File: config.mk
export PLATFORM = sky130hd
export DESIGN_NAME = vga_pattern_gen
export DESIGN_NICKNAME = d
export VERILOG_FILES = /design/src/rtl/vga_pattern_gen.sv
export SDC_FILE = /design/constraint.sdc
export NUM_CORES = 1
export LEC_CHECK = 0
export BUFFER_PORTS_ARGS = -buffer_cell sky130_fd_sc_hd__buf_2
export CAP_MARGIN = 20
export CORE_UTILIZATION = 26
export DETAILED_ROUTE_END_ITERATION = 10
export PLACE_DENSITY = 0.48
export SLEW_MARGIN = 20
export SYNTH_ARGS = -nofsm -noshare
export SYNTH_HDL_FRONTEND = slang
export SYNTH_SLANG_ARGS = --single-unit
File: constraint.sdc
create_clock -name clk -period 5.66 [get_ports clk]
set_input_delay 0.283 -clock clk [delete_from_list [all_inputs] [get_ports clk]]
set_output_delay 0.283 -clock clk [all_outputs]
set_load 0.01 [all_outputs]
File: src/rtl/vga_pattern_gen.sv
// vga_pattern_gen
//   Parametrised VGA timing and test-pattern generator. A pixel-enable divider
//   steps the horizontal/vertical counters; every output is registered on the
//   pixel-enable edge from the pre-increment counter values. Two buttons step a
//   pending pattern mode that is committed only at the start of a frame.
//
//   Optional feature macro: VGA_DEBOUNCE_EN
//     defined   - each synchronised button level must be stable DEB_CYCLES clk
//                 before it is accepted; edges come from the accepted level.
//     undefined - edges are taken straight from the synchronised level.
//
// Ports
//   clk          in   system clock, rising edge
//   RST          in   asynchronous active-low reset (released through 2 flops)
//   btn_next     in   async button, advance pattern mode
//   btn_prev     in   async button, step pattern mode back
//   vga_r/g/b    out  COLOR_W-bit colour channels, 0 outside the visible area
//   vga_hsync    out  horizontal sync, active level HS_POL
//   vga_vsync    out  vertical sync, active level VS_POL
//   de           out  visible-area flag
//   x, y         out  position of the pixel currently on the pins
//   frame_start  out  1-clk pulse while the pins show pixel (0,0)
//   mode         out  active pattern (0 white, 1 bars, 2 checker, 3 grey ramp)

module vga_pattern_gen #(
  parameter int COLOR_W    = 4,
  parameter int PIX_DIV    = 2,
  parameter int H_VIS      = 640,
  parameter int H_FP       = 16,
  parameter int H_SYNC     = 96,
  parameter int H_BP       = 48,
  parameter int V_VIS      = 480,
  parameter int V_FP       = 10,
  parameter int V_SYNC     = 2,
  parameter int V_BP       = 33,
  parameter bit HS_POL     = 1'b0,
  parameter bit VS_POL     = 1'b0,
  parameter int BAR_SHIFT  = 6,
  parameter int CHK_SHIFT  = 5,
  parameter int DEB_CYCLES = 500000,
  localparam int H_TOTAL   = H_VIS + H_FP + H_SYNC + H_BP,
  localparam int V_TOTAL   = V_VIS + V_FP + V_SYNC + V_BP,
  localparam int XW        = $clog2(H_TOTAL),
  localparam int YW        = $clog2(V_TOTAL)
) (
  input  logic               clk,
  input  logic               RST,
  input  logic               btn_next,
  input  logic               btn_prev,
  output logic [COLOR_W-1:0] vga_r,
  output logic [COLOR_W-1:0] vga_g,
  output logic [COLOR_W-1:0] vga_b,
  output logic               vga_hsync,
  output logic               vga_vsync,
  output logic               de,
  output logic [XW-1:0]      x,
  output logic [YW-1:0]      y,
  output logic               frame_start,
  output logic [1:0]         mode
);

  localparam int DIV_W = (PIX_DIV > 1) ? $clog2(PIX_DIV) : 1;

  // ---------------------------------------------------------------------------
  // Reset: asserts asynchronously, releases on the second clk edge.
  // ---------------------------------------------------------------------------
  logic [1:0] r_rst_sync;
  logic       w_rst_n;

  always_ff @(posedge clk or negedge RST) begin
    if (!RST) r_rst_sync <= 2'b00;
    else      r_rst_sync <= {r_rst_sync[0], 1'b1};
  end

  assign w_rst_n = r_rst_sync[1];

  // ---------------------------------------------------------------------------
  // Pixel-enable divider: down-counter, pix_en on terminal count 0. Reset
  // leaves it at 0 so the first clk after release is already a pixel edge.
  // ---------------------------------------------------------------------------
  logic [DIV_W-1:0] r_div;
  logic             w_pix_en;

  assign w_pix_en = (r_div == '0);

  always_ff @(posedge clk or negedge w_rst_n) begin
    if (!w_rst_n)      r_div <= '0;
    else if (w_pix_en) r_div <= DIV_W'(PIX_DIV - 1);
    else               r_div <= r_div - DIV_W'(1);
  end

  // ---------------------------------------------------------------------------
  // Raster counters
  // ---------------------------------------------------------------------------
  logic [XW-1:0] r_h_cnt;
  logic [YW-1:0] r_v_cnt;
  logic          w_h_last;
  logic          w_v_last;

  assign w_h_last = (r_h_cnt == XW'(H_TOTAL - 1));
  assign w_v_last = (r_v_cnt == YW'(V_TOTAL - 1));

  always_ff @(posedge clk or negedge w_rst_n) begin
    if (!w_rst_n) begin
      r_h_cnt <= '0;
      r_v_cnt <= '0;
    end else if (w_pix_en) begin
      if (w_h_last) begin
        r_h_cnt <= '0;
        r_v_cnt <= w_v_last ? '0 : r_v_cnt + YW'(1);
      end else begin
        r_h_cnt <= r_h_cnt + XW'(1);
      end
    end
  end

  // ---------------------------------------------------------------------------
  // Buttons: 2-flop synchroniser, optional debounce, rising-edge detect.
  // Bit 0 = next, bit 1 = prev.
  // ---------------------------------------------------------------------------
  logic [1:0] w_btn_raw;
  logic [1:0] r_btn_s0;
  logic [1:0] r_btn_s1;
  logic [1:0] w_btn_lvl;
  logic [1:0] r_btn_lvl_d;
  logic [1:0] w_btn_rise;

  assign w_btn_raw = {btn_prev, btn_next};

  always_ff @(posedge clk or negedge w_rst_n) begin
    if (!w_rst_n) begin
      r_btn_s0 <= '0;
      r_btn_s1 <= '0;
    end else begin
      r_btn_s0 <= w_btn_raw;
      r_btn_s1 <= r_btn_s0;
    end
  end

`ifdef VGA_DEBOUNCE_EN
  localparam int DEB_W = (DEB_CYCLES > 1) ? $clog2(DEB_CYCLES) : 1;

  logic [DEB_W-1:0] r_deb_cnt [2];
  logic [1:0]       r_deb_cand;
  logic [1:0]       r_deb_acc;

  // r_deb_cand follows the synchronised level; any change reloads the timer.
  // The candidate is accepted once the timer has run down while it held.
  always_ff @(posedge clk or negedge w_rst_n) begin
    if (!w_rst_n) begin
      r_deb_cnt[0] <= '0;
      r_deb_cnt[1] <= '0;
      r_deb_cand   <= '0;
      r_deb_acc    <= '0;
    end else begin
      for (int i = 0; i < 2; i++) begin
        if (r_btn_s1[i] != r_deb_cand[i]) begin
          r_deb_cand[i] <= r_btn_s1[i];
          r_deb_cnt[i]  <= DEB_W'(DEB_CYCLES - 1);
        end else if (r_deb_cand[i] != r_deb_acc[i]) begin
          if (r_deb_cnt[i] == '0) r_deb_acc[i] <= r_deb_cand[i];
          else                    r_deb_cnt[i] <= r_deb_cnt[i] - DEB_W'(1);
        end
      end
    end
  end

  assign w_btn_lvl = r_deb_acc;
`else
  assign w_btn_lvl = r_btn_s1;

  // DEB_CYCLES only matters when the debouncer is compiled in.
  if (DEB_CYCLES < 1) begin : g_deb_cycles_unused
  end
`endif

  always_ff @(posedge clk or negedge w_rst_n) begin
    if (!w_rst_n) r_btn_lvl_d <= '0;
    else          r_btn_lvl_d <= w_btn_lvl;
  end

  assign w_btn_rise = w_btn_lvl & ~r_btn_lvl_d;

  // ---------------------------------------------------------------------------
  // Pending / active mode. Simultaneous next+prev edges cancel out.
  // ---------------------------------------------------------------------------
  logic [1:0] r_pending;
  logic [1:0] r_mode;
  logic [1:0] w_mode_cur;
  logic       w_frame;

  always_ff @(posedge clk or negedge w_rst_n) begin
    if (!w_rst_n) begin
      r_pending <= '0;
    end else begin
      case (w_btn_rise)
        2'b01:   r_pending <= r_pending + 2'd1;
        2'b10:   r_pending <= r_pending - 2'd1;
        default: r_pending <= r_pending;
      endcase
    end
  end

  assign w_frame = w_pix_en && (r_h_cnt == '0) && (r_v_cnt == '0);

  // The pixel (0,0) is already drawn with the newly committed mode so the
  // whole frame uses one pattern.
  assign w_mode_cur = w_frame ? r_pending : r_mode;

  always_ff @(posedge clk or negedge w_rst_n) begin
    if (!w_rst_n)     r_mode <= '0;
    else if (w_frame) r_mode <= r_pending;
  end

  // ---------------------------------------------------------------------------
  // Timing decode and pattern generation from the pre-increment counters
  // ---------------------------------------------------------------------------
  logic [31:0]        w_hx;
  logic [31:0]        w_vy;
  logic               w_hs_act;
  logic               w_vs_act;
  logic               w_de;
  logic [2:0]         w_bar_idx;
  logic               w_chk_bit;
  logic [COLOR_W-1:0] w_grey;
  logic [COLOR_W-1:0] w_r;
  logic [COLOR_W-1:0] w_g;
  logic [COLOR_W-1:0] w_b;

  assign w_hx = 32'(r_h_cnt);
  assign w_vy = 32'(r_v_cnt);

  assign w_hs_act = (w_hx >= 32'(H_VIS + H_FP)) && (w_hx < 32'(H_VIS + H_FP + H_SYNC));
  assign w_vs_act = (w_vy >= 32'(V_VIS + V_FP)) && (w_vy < 32'(V_VIS + V_FP + V_SYNC));
  assign w_de     = (w_hx < 32'(H_VIS)) && (w_vy < 32'(V_VIS));

  assign w_bar_idx = 3'(w_hx >> BAR_SHIFT);
  assign w_chk_bit = 1'((w_hx >> CHK_SHIFT) ^ (w_vy >> CHK_SHIFT));
  // x[COLOR_W+2:3]; the 32-bit extension keeps this valid for narrow x.
  assign w_grey    = COLOR_W'(w_hx >> 3);

  always_comb begin
    w_r = '0;
    w_g = '0;
    w_b = '0;
    if (w_de) begin
      case (w_mode_cur)
        2'd0: begin
          w_r = '1;
          w_g = '1;
          w_b = '1;
        end
        2'd1: begin
          w_r = {COLOR_W{w_bar_idx[2]}};
          w_g = {COLOR_W{w_bar_idx[1]}};
          w_b = {COLOR_W{w_bar_idx[0]}};
        end
        2'd2: begin
          w_r = {COLOR_W{w_chk_bit}};
          w_g = {COLOR_W{w_chk_bit}};
          w_b = {COLOR_W{w_chk_bit}};
        end
        default: begin
          w_r = w_grey;
          w_g = w_grey;
          w_b = w_grey;
        end
      endcase
    end
  end

  // ---------------------------------------------------------------------------
  // Output registers: update on pix_en, hold in between.
  // ---------------------------------------------------------------------------
  logic [COLOR_W-1:0] r_r;
  logic [COLOR_W-1:0] r_g;
  logic [COLOR_W-1:0] r_b;
  logic               r_hsync;
  logic               r_vsync;
  logic               r_de;
  logic [XW-1:0]      r_x;
  logic [YW-1:0]      r_y;
  logic               r_frame_start;

  always_ff @(posedge clk or negedge w_rst_n) begin
    if (!w_rst_n) begin
      r_r     <= '0;
      r_g     <= '0;
      r_b     <= '0;
      r_hsync <= ~HS_POL;
      r_vsync <= ~VS_POL;
      r_de    <= 1'b0;
      r_x     <= '0;
      r_y     <= '0;
    end else if (w_pix_en) begin
      r_r     <= w_r;
      r_g     <= w_g;
      r_b     <= w_b;
      r_hsync <= w_hs_act ? HS_POL : ~HS_POL;
      r_vsync <= w_vs_act ? VS_POL : ~VS_POL;
      r_de    <= w_de;
      r_x     <= r_h_cnt;
      r_y     <= r_v_cnt;
    end
  end

  // Single-clk pulse, even when PIX_DIV holds the pixel for several clk.
  always_ff @(posedge clk or negedge w_rst_n) begin
    if (!w_rst_n) r_frame_start <= 1'b0;
    else          r_frame_start <= w_frame;
  end

  assign vga_r       = r_r;
  assign vga_g       = r_g;
  assign vga_b       = r_b;
  assign vga_hsync   = r_hsync;
  assign vga_vsync   = r_vsync;
  assign de          = r_de;
  assign x           = r_x;
  assign y           = r_y;
  assign frame_start = r_frame_start;
  assign mode        = r_mode;

endmodule
== After elaboration in Yosys (flattened, before gate mapping) ==
Cells that the tools add are included.
Storage, ports and cells
  flip-flop bits (word level): 69
  input port bits: 4
  output and inout port bits: 38
  word-level logic and storage cells: 62
Operators by class
  $add $sub $neg: 5
  order comparisons: 6
  equal/unequal tests: 6
  multiplexer cells: 13
  bitwise gates (word level): 4
  reductions and logical operators: 10
Operators by type and width (count)
  case mux 4 bit (3 select lines): 3
  adder 10 x 1 -> 10 bit (second input constant): 2
  equality test 10 bit (second input constant): 2
  logical NOT 10 bit: 2
  less-than comparator 10 bit (second input constant): 2
  less-than comparator 10 x 9 -> 1 bit (second input constant): 2
  two-way mux 10 bit: 2
  two-way mux 4 bit: 3
  greater-or-equal comparator 10 bit (second input constant): 1
  greater-or-equal comparator 10 x 9 -> 1 bit (second input constant): 1
  logical AND 1 bit: 5
  equality test 2 x 1 -> 1 bit (second input constant): 2
  equality test 2 bit (second input constant): 2
  case mux 2 bit (2 select lines): 1
  two-way mux 1 bit: 3
  adder 2 x 1 -> 2 bit (second input constant): 1
  AND 2 bit: 1
  logical NOT 2 bit: 1
  two-way mux 2 bit: 1
  NOT 2 bit: 1
  AND reduction 2 bit: 1
  nonzero test 2 bit: 1
  subtractor 2 x 1 -> 2 bit (second input constant): 1
  NOT 1 bit: 1
  2 further kinds: 2

== Depth between registers and ports, before layout ==
  depth after elaboration: 7
  mapped depth: 8
  gate-level depth less buffers: 8

== Worst setup path before layout ==
OpenSTA, ideal clock, no wires.
  path type: register to register
  from: register r_v_cnt[4]
  to: register r_r[2] (netlist: vga_r[2])
  library setup time: 122 ps
  data arrival time: 1773 ps
  required time: 5538 ps
  path slack: 3765 ps
  stages on the path, launching flop included: 6
  path buffers: 0
  period minus slack after synthesis: 1895 ps
  path through: dfrtp_1 -> or4_4 -> and4bb_2 -> nand2_4 -> mux2i_1 -> a32o_1
Between the ends
  longest elaborated chain between the ends: 6
  elaborated cells on any way between the ends: 10
Ends and longest elaborated chain
  start: declaration: line 96  | logic [YW-1:0] r_v_cnt;
  start signal: assignment: line 110  | r_v_cnt <= w_v_last ? '0 : r_v_cnt + YW'(1);
  logical NOT 10 bit: line 204  | assign w_frame = w_pix_en && (r_h_cnt == '0) && (r_v_cnt == '0);
  logical AND 1 bit: line 204
  two-way mux 2 bit: line 208  | assign w_mode_cur = w_frame ? r_pending : r_mode;
  equality test 2 bit (tied with other cells): line 247  | case (w_mode_cur)
  case mux 4 bit (3 select lines): line 247
  two-way mux 4 bit *: line 246  | if (w_de) begin
  end signal: assignment: line 296  | r_r <= w_r;
  end: declaration: line 275  | logic [COLOR_W-1:0] r_r;
Every way passes the cells marked *; elsewhere a longest branch is shown, timed or not.
A chain may end at the register's enable or synchronous reset.

== Final worst setup path ==
  from: register r_h_cnt[0]
  to: register r_v_cnt[5]
Between the ends
  longest elaborated chain between the ends: 2
Ends and longest elaborated chain
  start: declaration: line 95  | logic [XW-1:0] r_h_cnt;
  start signal: assignment: line 112  | r_h_cnt <= r_h_cnt + XW'(1);
  equality test 10 bit: line 100  | assign w_h_last = (r_h_cnt == XW'(H_TOTAL - 1));
  AND reduction 2 bit (no line)
Every way passes these cells.

==> summary.txt <==
Status
  – Result of the run: finished with violations
  – Violated checks: design-rule violations

Clock network
  – Number of buffers inserted during clock tree synthesis: 9
  – Count of clock tree sinks: 69
  – Clock tree from TritonCTS: yes
  – Clock transition at the register clock pins on the worst setup and hold paths after CTS: approximately 0.060 ns
  – Clk_lat worst skew: 0.33 ns
  – Clock tree root driver cell: sky130_fd_sc_hd__clkbuf_16
  – Maximum number of buffers from clock root to sink: 2
  – Number of buffers added for setup after CTS: 0
  – Number of levels in the clock H-tree: 3

Floorplanning
  – Vertical die dimension: 112 um
  – Area enclosed by the die boundary: 12600 sq um
  – Starting utilization of the core area: 27.2%
  – Die W: 112 um
  – Cell Rows: 39
  – Num ports: 42
  – Core Box Area: 11600 sq um

Synth
  – Dominant register cell in the synthesized netlist: sky130_fd_sc_hd__dfrtp_1
  – Proportion of synthesized chip area in sequential cells: 54.7%
  – Multiplexer fraction of the synthesized cell area: 5.97%
  – Number of warning messages in the yosys log: 0
  – Gate count after technology mapping: 287
  – Top cells by instance count after synthesis: 67 x sky130_fd_sc_hd__dfrtp_1, 20 x sky130_fd_sc_hd__nand2_1, 20 x sky130_fd_sc_hd__o21ai_0
  – Most area-hungry cell type in the Yosys netlist: sky130_fd_sc_hd__dfrtp_1
  – Combinational family with the most area after synthesis: simple AND/OR/NAND/NOR gates
  – Number of synthesized flops with an enable pin: 0
  – Area share of and/or/nand/nor cells after synthesis: ~17%
  – Fraction of the mapped netlist area in adder cells: 2.37%
  – Syn avg cell area: 11.0 sq um
  – Post-synthesis instance area: around 3200 sq um
  – Synth Net Count: ~300
  – Async S/R FF share, synth: 100%
  – Yosys top cell area share: ~53%
  – Flip-flop and latch count after synthesis: 69
  – Post-synthesis compound-gate area fraction: 13.0%
  – Xor/xnor cell area share of the yosys netlist: 3.60%
  – Cell types with the largest area share after synthesis: sky130_fd_sc_hd__dfrtp_1 53%, sky130_fd_sc_hd__mux2_2 5.3%, sky130_fd_sc_hd__o21ai_0 3.2%
  – Count leader, synth: sky130_fd_sc_hd__dfrtp_1
  – Count of unique library cells instantiated by Yosys: between 50 and 60

Critical path
  – Kind of capture point of the worst setup path: flip-flop
  – Cell breakdown of the critical path: ha_1, and4b_1, and4_1, nor3b_2, nand2b_1, o31ai_1
  – Kind of cell adding the most delay to the critical path: simple AND/OR/NAND/NOR gates
  – Crit path buffers/inverters: 0
  – Data arrival at the endpoint of the critical path: 2.60 ns
  – Largest fanout on the critical path: 8
  – Classification of the worst setup path: flip-flop to flip-flop
  – Kind of start point of the critical path: flip-flop
  – Critical Path RT: 5.89 ns
  – Slowest-stage cell, CP: sky130_fd_sc_hd__nor3b_2
  – Delay of the slowest critical-path stage: 0.52 ns

GRT
  – Global route overflow: 0
  – First-pass GRT wire length: around 12 mm
  – Initial antenna violation count: 0
  – GRT Overall Usage: between 10% and 20%
  – Pin count of the biggest net entering global routing: 62
  – Via count of the first global-routing pass: approximately 2300

Power
  – Peak ir drop on the vdd network: 103 uV
  – Pwr per Cell Area: 283 nW/um^2
  – Standby leakage power: 1.68 nW

Detailed routing
  – Post-DRT Antenna Nets: 0
  – Remaining DRCs: 5
  – Post-detailed-routing wire length: between 7 and 8 mm
  – Via density per instance: 4.77
  – Vias post-DR: 2261
  – Count of routing violations after the opening detailed-route iteration: between 150 and 200
  – DR WL/cell: 15.2 um
  – Drt pass-1 iters: 7

Final layout
  – Number of nets at the end of the flow: 336
  – Area of all placed cells without fillers: between 3000 and 4000 sq um
  – Fraction of layout instances using a drive strength above 1: approximately 25%
  – Diodes inserted: 0
  – Area growth from synthesis to layout: 19.4%

STA
  – Min Clock Period, post-route: 2.37 ns
  – Slew at the pin closest to its max-slew limit: around 0.78 ns
  – Max-Slew Margin vs Limit: 48.0%
  – Final setup skew: 0.00622 ns
  – PnR worst setup slack: 3.29 ns
  – Count of final max-slew check failures: 0
  – Setup repair after global routing missed its margin: no
  – Final Hold Viols: 0
  – Timing-limited maximum frequency: 421 MHz
  – Final worst-path cycle share: 41.9%
  – Total setup violations reported at the end of the flow: 0
  – TNS Setup: 0 ns

Place
  – Gp weighted congestion: about 0.8
  – Post-place setup slack: between 3 and 4 ns
  – Placed wire-length estimate: 4.98 mm
  – Number of buffers added on ports: 41
  – Cell area after placement: 3500 sq um

Run
  – Number of violations of the max-capacitance limit: 0

Hold path
  – Worst min-delay path class: input pin to flip-flop
## metal layers
layer  vias up  track usage (%)  wire length, um
li1       1110                -                -
met1      1098             17.8             3750
met2        42             17.2             2990
met3        11             3.40              271
met4         0             6.40              174
met5         -                0                0
## cells in the final DEF (no fill, tap or decap), types with 2 or more instances in the layout
cell type	synthesis	layout
sky130_fd_sc_hd__and3_1	7	7
sky130_fd_sc_hd__nor2b_1	5	5
sky130_fd_sc_hd__nor3_1	6	6
sky130_fd_sc_hd__dfrtp_1	67	66
sky130_fd_sc_hd__mux2_2	15	15
sky130_fd_sc_hd__xnor2_1	8	8
sky130_fd_sc_hd__o22ai_1	2	2
sky130_fd_sc_hd__xor2_1	5	5
sky130_fd_sc_hd__nand3_1	11	11
sky130_fd_sc_hd__and4b_1	2	2
sky130_fd_sc_hd__nand4_1	5	5
sky130_fd_sc_hd__buf_4	0	2
sky130_fd_sc_hd__a21oi_1	3	3
sky130_fd_sc_hd__mux2i_1	2	2
sky130_fd_sc_hd__nand3b_1	4	4
sky130_fd_sc_hd__a31oi_1	2	2
sky130_fd_sc_hd__nor2_1	17	17
sky130_fd_sc_hd__nand2b_1	5	5
sky130_fd_sc_hd__o31ai_1	11	11
sky130_fd_sc_hd__a21o_1	2	2
sky130_fd_sc_hd__a22o_1	8	8
sky130_fd_sc_hd__clkbuf_16	0	9
sky130_fd_sc_hd__clkbuf_1	12	4
sky130_fd_sc_hd__buf_2	1	41
sky130_fd_sc_hd__dfstp_2	2	2
sky130_fd_sc_hd__and4_1	2	2
sky130_fd_sc_hd__inv_1	10	10
sky130_fd_sc_hd__clkinv_2	0	2
sky130_fd_sc_hd__nand2_1	20	20
sky130_fd_sc_hd__a32o_1	3	3
sky130_fd_sc_hd__o21ai_0	20	20
sky130_fd_sc_hd__ha_1	6	6
## final timing paths
check | startpoint | endpoint | slack [ns] | depth (start not counted)
max | r_h_cnt[0]$_DFFE_PN0N_ | r_v_cnt[5]$_DFFE_PN0P_ | 3.29 | 6
min | btn_next | r_btn_s0[0]$_DFF_PN0_ | 0.06 | 1
max reg2reg | r_h_cnt[0]$_DFFE_PN0N_ | r_v_cnt[5]$_DFFE_PN0P_ | 3.29 | 6
min reg2reg | r_rst_sync[1]$_DFF_PN0_ | r_btn_s0[1]$_DFF_PN0_ | 0.08 | 0
max in group asynchronous | r_rst_sync[1]$_DFF_PN0_ | r_v_cnt[3]$_DFFE_PN0P_ | 4.58 | 1
min in group asynchronous | r_rst_sync[1]$_DFF_PN0_ | r_btn_s0[1]$_DFF_PN0_ | 0.08 | 0
## metrics by stage
stage	power (W)	std cells	hold slack [ns]	utilization (%)
detailed placement	0.000575	457	0.0699	30.2
floorplan	0.000563	287	-0.0126	-
global route	0.00112	474	0.0422	32.5
finish	0.00107	474	0.0567	32.5
global placement	0.000574	457	0.0688	30.2
CTS	0.00109	474	0.0441	32.5
## sequential cells by signal, summed over array words and instances, names as in the netlist
register     count
r_h_cnt         10
r_v_cnt         10
x               10
y               10
vga_b            4
vga_g            4
vga_r            4
mode             2
r_btn_lvl_d      2
r_btn_s0         2
r_btn_s1         2
r_pending        2
r_rst_sync       2
de               1
frame_start      1
r_div            1
vga_hsync        1
vga_vsync        1
## timing repair
action,in CTS,in global routing
setup endpoints to repair,0,0
hold buffers,1,0
endpoints found under the hold margin,2,0
gates resized for setup,0,0
## power breakdown
part / internal, W / leakage (nW) / switching, W
sequential: 0.000504 / 0.837 / 0.0000196
combinational: 0.0000190 / 0.714 / 0.0000222
clock: 0.000307 / 0.131 / 0.000196
total: 0.000831 / 1.68 / 0.000238
## kinds of logic after synthesis
group           Yosys count
mux                      17
other cells               1
compound gates           59
xor+xnor                 13
buf+inv                  27
simple gates             95
fa+ha+maj                 6
flops                    69
## area by class of cell
cell class	instances	area, sq um
Clock buffer	14	254
Clock inverter	2	10.0
Fill cell	1215	7840
Inverter	11	46.3
Multi-Input combinational cell	191	1330
Sequential cell	69	1730
Tap cell	143	179
Timing Repair Buffer	44	230
Power figures use the tool's default switching activity.
